File: src/rtl/alu_ctrl_pkg.sv
`default_nettype none
// ============================================================================
// Module   : alu_ctrl_pkg
// Purpose  : Opcodes, FSM states, alu_sel bit positions and flag indices
//            shared by the logic_unit front end.
// Revision : 1.0
// ============================================================================
package alu_ctrl_pkg;

    localparam int OP_PASS = 0;
    localparam int OP_ADD  = 1;
    localparam int OP_SUB  = 2;
    localparam int OP_SHR  = 3;
    localparam int OP_SHL  = 4;
    localparam int OP_AND  = 5;
    localparam int OP_OR   = 6;
    localparam int OP_XOR  = 7;
    localparam int OP_NOT  = 8;

    typedef enum logic [1:0] {
        ST_IDLE = 2'd0,
        ST_EXEC = 2'd1,
        ST_RESP = 2'd2
    } state_t;

    // One-hot select lines of logic_unit, LSB first
    localparam int SEL_PASS = 0;
    localparam int SEL_ADD  = 1;
    localparam int SEL_SUB  = 2;
    localparam int SEL_SHR  = 3;
    localparam int SEL_SHL  = 4;
    localparam int SEL_AND  = 5;
    localparam int SEL_OR   = 6;
    localparam int SEL_XOR  = 7;
    localparam int SEL_NOT  = 8;
    localparam int SEL_W    = 9;

    localparam int FLAG_Z = 0;
    localparam int FLAG_N = 1;
    localparam int FLAG_C = 2;
    localparam int FLAG_V = 3;

endpackage
`default_nettype wire

File: src/rtl/rr_arb2.sv
`default_nettype none
// ============================================================================
// Module   : rr_arb2
// Purpose  : Two-way round-robin grant; a contested grant goes to the
//            requester that did not win the previous accept.
// Revision : 1.0
// ============================================================================
module rr_arb2 (
    input  logic       clk,
    input  logic       rst_n,
    input  logic [1:0] req,
    input  logic       accept,
    output logic [1:0] grant
);

    logic r_last_grant;

    always_comb begin
        grant = req;
        if (req == 2'b11) begin
            grant = r_last_grant ? 2'b01 : 2'b10;
        end
    end

    // Reset to 1 so that requester 0 wins the first contested grant
    always_ff @(posedge clk or negedge rst_n) begin
        if (!rst_n) begin
            r_last_grant <= 1'b1;
        end else if (accept) begin
            r_last_grant <= grant[1];
        end
    end

endmodule
`default_nettype wire

File: src/rtl/alu_arbiter.sv
`default_nettype none
// ============================================================================
// Module   : alu_arbiter
// Purpose  : Shares one logic_unit between two valid/ready requesters and
//            returns the result with {V,C,N,Z} flags on a tagged response.
// Revision : 1.0
// ============================================================================
module alu_arbiter
    import alu_ctrl_pkg::*;
#(
    parameter int DW  = 16,
    parameter int OPW = 4
) (
    input  logic           clk,
    input  logic           rst_n,
    input  logic [1:0]     req_valid,
    output logic [1:0]     req_ready,
    input  logic [OPW-1:0] req_op0,
    input  logic [OPW-1:0] req_op1,
    input  logic [DW-1:0]  req_a0,
    input  logic [DW-1:0]  req_a1,
    input  logic [DW-1:0]  req_b0,
    input  logic [DW-1:0]  req_b1,
    output logic           resp_valid,
    input  logic           resp_ready,
    output logic           resp_id,
    output logic [DW-1:0]  resp_data,
    output logic [3:0]     resp_flags,
    output logic           resp_err,
    output logic [8:0]     alu_sel,
    output logic [DW-1:0]  alu_bus1,
    output logic [DW-1:0]  alu_bus2,
    input  logic [DW-1:0]  alu_bus3
);

    state_t         r_state;
    state_t         w_state_nxt;
    logic [1:0]     w_grant;
    logic           w_accept;
    logic           w_exec;

    logic           r_id;
    logic [OPW-1:0] r_op;
    logic [DW-1:0]  r_a;
    logic [DW-1:0]  r_b;

    logic [8:0]     w_sel;
    logic           w_legal;
    logic [DW-1:0]  w_result;
    logic           w_carry;
    logic           w_ovf;
    logic [3:0]     w_flags;

    logic           r_resp_id;
    logic [DW-1:0]  r_resp_data;
    logic [3:0]     r_resp_flags;
    logic           r_resp_err;

    rr_arb2 u_arb (
        .clk    (clk),
        .rst_n  (rst_n),
        .req    (req_valid),
        .accept (w_accept),
        .grant  (w_grant)
    );

    assign req_ready = (r_state == ST_IDLE) ? w_grant : 2'b00;
    assign w_accept  = |(req_valid & req_ready);
    assign w_exec    = (r_state == ST_EXEC);

    always_ff @(posedge clk or negedge rst_n) begin
        if (!rst_n) begin
            r_state <= ST_IDLE;
        end else begin
            r_state <= w_state_nxt;
        end
    end

    always_comb begin
        w_state_nxt = r_state;
        case (r_state)
            ST_IDLE: if (w_accept)   w_state_nxt = ST_EXEC;
            ST_EXEC:                 w_state_nxt = ST_RESP;
            ST_RESP: if (resp_ready) w_state_nxt = ST_IDLE;
            default:                 w_state_nxt = ST_IDLE;
        endcase
    end

    always_ff @(posedge clk or negedge rst_n) begin
        if (!rst_n) begin
            r_id <= 1'b0;
            r_op <= '0;
            r_a  <= '0;
            r_b  <= '0;
        end else if (w_accept) begin
            r_id <= w_grant[1];
            r_op <= w_grant[1] ? req_op1 : req_op0;
            r_a  <= w_grant[1] ? req_a1  : req_a0;
            r_b  <= w_grant[1] ? req_b1  : req_b0;
        end
    end

    always_comb begin
        w_sel   = '0;
        w_legal = 1'b1;
        case (r_op)
            OPW'(OP_PASS): w_sel[SEL_PASS] = 1'b1;
            OPW'(OP_ADD):  w_sel[SEL_ADD]  = 1'b1;
            OPW'(OP_SUB):  w_sel[SEL_SUB]  = 1'b1;
            OPW'(OP_SHR):  w_sel[SEL_SHR]  = 1'b1;
            OPW'(OP_SHL):  w_sel[SEL_SHL]  = 1'b1;
            OPW'(OP_AND):  w_sel[SEL_AND]  = 1'b1;
            OPW'(OP_OR):   w_sel[SEL_OR]   = 1'b1;
            OPW'(OP_XOR):  w_sel[SEL_XOR]  = 1'b1;
            OPW'(OP_NOT):  w_sel[SEL_NOT]  = 1'b1;
            default:       w_legal         = 1'b0;
        endcase
    end

    assign alu_sel  = w_exec ? w_sel : '0;
    assign alu_bus1 = w_exec ? r_a   : '0;
    assign alu_bus2 = w_exec ? r_b   : '0;

    // logic_unit only returns r; carry and overflow come from the latched operands
    always_comb begin
        w_carry  = 1'b0;
        w_ovf    = 1'b0;
        w_result = w_legal ? alu_bus3 : '0;
        case (r_op)
            OPW'(OP_ADD): begin
                w_carry = ({1'b0, r_a} + {1'b0, r_b}) > {1'b0, {DW{1'b1}}};
                w_ovf   = (r_a[DW-1] == r_b[DW-1]) && (alu_bus3[DW-1] != r_a[DW-1]);
            end
            OPW'(OP_SUB): begin
                w_carry = (r_a < r_b);
                w_ovf   = (r_a[DW-1] != r_b[DW-1]) && (alu_bus3[DW-1] != r_a[DW-1]);
            end
            default: begin
            end
        endcase
        w_flags         = '0;
        w_flags[FLAG_Z] = w_legal && (w_result == '0);
        w_flags[FLAG_N] = w_result[DW-1];
        w_flags[FLAG_C] = w_carry;
        w_flags[FLAG_V] = w_ovf;
    end

    // Response registers hold steady for the whole RESP phase
    always_ff @(posedge clk or negedge rst_n) begin
        if (!rst_n) begin
            r_resp_id    <= 1'b0;
            r_resp_data  <= '0;
            r_resp_flags <= '0;
            r_resp_err   <= 1'b0;
        end else if (w_exec) begin
            r_resp_id    <= r_id;
            r_resp_data  <= w_result;
            r_resp_flags <= w_flags;
            r_resp_err   <= ~w_legal;
        end
    end

    assign resp_valid = (r_state == ST_RESP);
    assign resp_id    = r_resp_id;
    assign resp_data  = r_resp_data;
    assign resp_flags = r_resp_flags;
    assign resp_err   = r_resp_err;

endmodule
`default_nettype wire

File: config.mk
export PLATFORM = sky130hd
export DESIGN_NAME = alu_arbiter
export DESIGN_NICKNAME = d
export VERILOG_FILES = /design/src/rtl/alu_ctrl_pkg.sv /design/src/rtl/rr_arb2.sv /design/src/rtl/alu_arbiter.sv
export SDC_FILE = /design/constraint.sdc
export NUM_CORES = 1
export LEC_CHECK = 0
export BUFFER_PORTS_ARGS = -buffer_cell sky130_fd_sc_hd__buf_4
export CORE_MARGIN = 4
export CORE_UTILIZATION = 48
export CTS_BUF_LIST = sky130_fd_sc_hd__clkbuf_16
export DETAILED_ROUTE_END_ITERATION = 8
export MAX_ROUTING_LAYER = met4
export PLACE_DENSITY_LB_ADDON = 0.12
export SYNTH_ARGS = -nofsm -noshare
export SYNTH_HDL_FRONTEND = slang
export SYNTH_HIERARCHICAL = 1
export SYNTH_SLANG_ARGS = --single-unit
File: constraint.sdc
create_clock -name clk -period 2.6 [get_ports clk]
set_input_delay 0.13 -clock clk [delete_from_list [all_inputs] [get_ports clk]]
set_output_delay 0.13 -clock clk [all_outputs]
set_load 0.005 [all_outputs]
## Word-level counts from Yosys, hierarchy flattened

Index checks and enable logic that the tools add are counted.

| operators by class | value |
|---|---|
| equal/unequal tests | 16 |
| add/subtract/negate cells | 1 |
| reductions and logical operators | 9 |
| magnitude comparators | 2 |
| bitwise logic cells | 2 |
| muxes and demuxes | 25 |

Operator list:

| cell | count |
|---|---|
| $mux W16 | 5 |
| $add A16 B16 Y17 | 1 |
| $gt A17 B16 Y1 const B | 1 |
| $eq A4 B3 Y1 const B | 4 |
| $logic_not A16 Y1 | 1 |
| $lt A16 B16 Y1 | 1 |
| $mux W1 | 10 |
| $mux W2 | 5 |
| $mux W9 | 1 |
| $reduce_or A9 Y1 | 1 |
| $eq A4 B2 Y1 const B | 2 |
| $pmux W2 S3 | 1 |
| $eq A2 B2 Y1 const B | 2 |
| $eq A4 B1 Y1 const B | 1 |
| $eq A4 B4 Y1 const B | 1 |
| $logic_not A4 Y1 | 1 |
| $mux W4 | 1 |
| $ne A2 B1 Y1 const B | 2 |
| $pmux W1 S2 | 2 |
| $logic_and A1 B1 Y1 | 3 |
| $and A2 B2 Y2 | 1 |
| $eq A2 B1 Y1 const B | 1 |
| $logic_not A2 Y1 | 1 |
| $ne A1 B1 Y1 | 2 |
| other kinds (4) | 4 |

| word-level totals | value |
|---|---|
| output and inout bits | 66 |
| register bits after elaboration | 62 |
| input bits | 93 |

## Logic depth before layout (Yosys ltp)

| depth | value |
|---|---|
| depth in word-level cells | 7 |
| gate-level depth with buffers | 9 |
| gate-level depth less buffers | 9 |

## Cells and area by module

The synthesis kept the hierarchy.

Modules (own cells, without submodules):

| module | cells each | sequential area each (um^2) | area an instance (um^2) | instances |
|---|---|---|---|---|
| alu_arbiter | 380 | 1501.4 | 3587.2 | 1 |
| rr_arb2 | 5 | 26.3 | 63.8 | 1 |

## Worst setup path after synthesis

Ideal clock, no wire load.

| timing path | value |
|---|---|
| path kind | register to register |
| from | register r_a[13] |
| to | register r_resp_flags[2] (netlist: resp_flags[2]) |
| slack | 534 ps |
| setup time | 66 ps |
| cell stages (with the launch flop) | 7 |
| arrival time | 2000 ps |
| path buffers | 0 |
| path through | dfrtp_1 ha_1 or4_4 a2111oi_4 a221oi_2 o31ai_2 a221o_1 |

| between the ends | value |
|---|---|
| word-level cells in the longest chain between the ends | 3 |
| elaborated cells between the ends (all ways) | 4 |
| classes of those cells | 1 x add/sub; 2 x order compare; 1 x mux |

Ends and longest elaborated chain:

| what | line | text |
|---|---|---|
| start, declared | alu_arbiter.sv:44 | `logic [DW-1:0] r_a;` |
| start signal, assigned | alu_arbiter.sv:98 | `r_a <= w_grant[1] ? req_a1 : req_a0;` |
| $add A16 B16 Y17 | alu_arbiter.sv:131 | `w_carry = ({1'b0, r_a} + {1'b0, r_b}) > {1'b0, {DW{1'b1}}};` |
| $gt A17 B16 Y1 | alu_arbiter.sv:131 |  |
| $pmux W1 S2 (*) | alu_arbiter.sv:129 | `case (r_op)` |
| end signal, assigned | alu_arbiter.sv:158 | `r_resp_flags <= w_flags;` |
| end, declared | alu_arbiter.sv:56 | `logic [3:0] r_resp_flags;` |

Mark *: on every way between the ends. The rest lies on a longest branch, timed or not.
A chain may end at the register's enable or synchronous reset.

## Worst setup path after layout

Ends and elaborated chain as after synthesis.

==> run metrics <==
DR DRC count=0; top-count cell post-synth=dfrtp_1; Via-to-Cell Ratio=about 5.1; n_diodes=0; first-pass GRT wire length=15320 um; Hold/Removal Path Class=input port to flop; critical path data arrival time=2.47 ns; DIE AREA=9066 sq um; Max-Cap Viols=0; number of global-route vias before repair=3197; ranking of synthesized cells by area=dfrtp_1 (41%), ha_1 (11%), mux2i_1 (9.9%), nand2_1 (4.8%), a22o_1 (4.1%); Die Wd=95.22 um; setup TNS=0 ns; Worst R2R Setup Slack=0.39 ns; Syn Inst Count=385; Slew @ Worst Pin=0.7717 ns; Peak VDD IR=0.7127 mV; CP max FO=4; Synth top area share=about 40%; share of cells above drive strength 1=35.11%; fin. max-slew vios=0; port bufs=158; WL final=9845 um; setup bufs post-CTS=0; skew final=0.007117 ns; initial antenna violation count=0; post-synthesis register bit count=61; most instantiated cells after synthesis=dfrtp_1 (60), nand2_1 (47), mux2i_1 (36), ha_1 (31), nor2_1 (30); number of CTS-inserted buffers=9; fillers=571; Syn Std Cell Area=3651 sq um; clk slew on worst S/H paths=0.06 ns; final hold viol count=0; Post-Syn Nets=510; Worst-Skew Late Latency=0.33 ns; hold_ws=0.02751 ns; Int Pwr=3323 uW; total global routing overflow=0; FMAX=453.1 MHz; power after layout=around 5400 uW; Initial Util=49.80%; 1st-iter DRT viols=151; Synth area leader=dfrtp_1; Gate power share=45.9%; pwr dens=1039 nW/um^2; detailed placement HPWL=around 7400 um; total global routing track utilization=22.46%; Max Buffers Root-to-Sink=2; CP Class=flop to flop; period utilisation layout=between 80 and 90%; Final #Nets=664; Critical Path Start Type=flop; area delta synth->final=43.66%; WP data required=2.86 ns; wire per inst=15.31 um; YS warnings=6; Die Ht=95.22 um; fraction of registers with async set/reset=between 90% and 100%; sw power=2126 uW; min cycle time layout=2.207 ns; sequential share of the synthesized area=41.84%; CP endpoint kind=flop; Post-synth top flop=dfrtp_1; syn_area_per_cell=9.483 sq um; CTS tree=built; ANT nets after route=0; Final Setup Violations=0; drt first pass iters=4; Clock Power Share=21.8%; Core Area=7331 sq um; Slew HR=48.55%; Post-synth EDFFs=0; RSZ-0062 raised after global routing=false; Placer Congestion=0.8262; largest net degree at the start of global routing=62; I/O Pins=159; synth unique cells=45; root buffer cell=clkbuf_16; routed vias=roughly 3300; status=finished, final reports clean; Sequential Power Share=32.4%; Core Rows=31; CTS Sinks=61; Lkg Pwr=0.002729 uW; CTS H-tree lvls=3; switch share=39.01%
-- final timing paths --
kind | end | start | depth (start not counted)
worst max-delay path | resp_flags[2] | r_a[13] | 6
worst min-delay path | resp_data[1] | alu_bus3[1] | 2
worst max register to register | resp_flags[2] | r_a[13] | 6
worst min register to register | resp_id | r_id | 2
max in group asynchronous | r_a[1] | rst_n | 2
min in group asynchronous | r_a[9] | rst_n | 2
-- power by group through the flow --
stage          registers (uW)  logic, uW  clock network, uW
3_5_place_dp             1780       2490                  0
5_1_grt                  1840       2790               1250
2_1_floorplan            1690       1580                  0
6_report                 1760       2500               1190
4_1_cts                  1770       2520               1200
3_3_place_gp             1740       2430                  0
-- layout by cell type, fill, tap and decap left out, types with 7 or more instances in the layout --
master | synthesis | final
a22o_1 | 17 | 17
clkbuf_16 | 0 | 9
ha_1 | 31 | 31
o21ai_1 | 25 | 25
dfrtp_1 | 60 | 60
nand2_1 | 47 | 47
buf_4 | 1 | 163
inv_1 | 28 | 28
mux2i_1 | 36 | 36
nor2_1 | 30 | 30
nor3_1 | 7 | 7
o21ai_0 | 15 | 15
and2_1 | 16 | 16
a21oi_1 | 11 | 11
-- cell families after synthesis --
family | Yosys count | synth area share, %
fa+ha+maj | 32 | 11.17
mux | 38 | 10.59
buf+inv | 50 | 5.312
compound gates | 82 | 15.28
flops | 61 | 41.84
simple gates | 121 | 15.56
xor+xnor | 1 | 0.2399
-- per-stage QoR --
step	setup WS (ns)	utilization [%]	cells	area (sq um)
after detailed placement	0.4281	67.18	625	4925
after floorplan	0.5337	-	385	3651
after CTS	0.3935	71.55	643	5245
final	0.3931	71.55	643	5245
after global routing	0.2942	71.55	643	5245
after global placement	0.4942	67.18	625	4925
-- flip-flops by register name (all words and copies together), names as in the netlist --
| register | count |
|---|---|
| r_a | 16 |
| resp_id | 1 |
| r_op | 4 |
| r_b | 16 |
| u_arb/r_last_grant | 1 |
| resp_err | 1 |
| resp_flags | 4 |
| r_state | 2 |
| resp_data | 15 |
| r_id | 1 |
-- critical path, stage by stage, from the launching register on --
cell       delay [ns]
dfrtp_1          0.41
ha_1             0.36
or4_4            0.55
a2111oi_4        0.36
a221oi_2         0.12
o31ai_2          0.19
a221o_1          0.16
-- area by class of cell --
type	instances	area, sq um	share of cell area, %
Multi-Input combinational cell	274	1944	37.07
Sequential cell	61	1528	29.13
Timing Repair Buffer	165	1244	23.71
Clock buffer	9	225.2	4.294
Tap cell	99	123.9	2.362
Inverter	28	105.1	2.004
Clock inverter	7	75.07	1.431
-- per-layer routing --
layer  up-vias  share of wire (%)  global-route usage [%]
met3        13                6.8                   3.867
met5         -                  0                       -
met1      1506                 44                   28.68
met2       121                 48                   36.09
li1       1634                  -                       -
met4         0                1.3                   7.813
-- repair_timing --
item	4_1_cts	5_1_grt
hold buffers	2	0
resized for setup	0	0
endpoints found under the hold margin	61	0
Note: power is estimated with default switching activity, not from simulation.
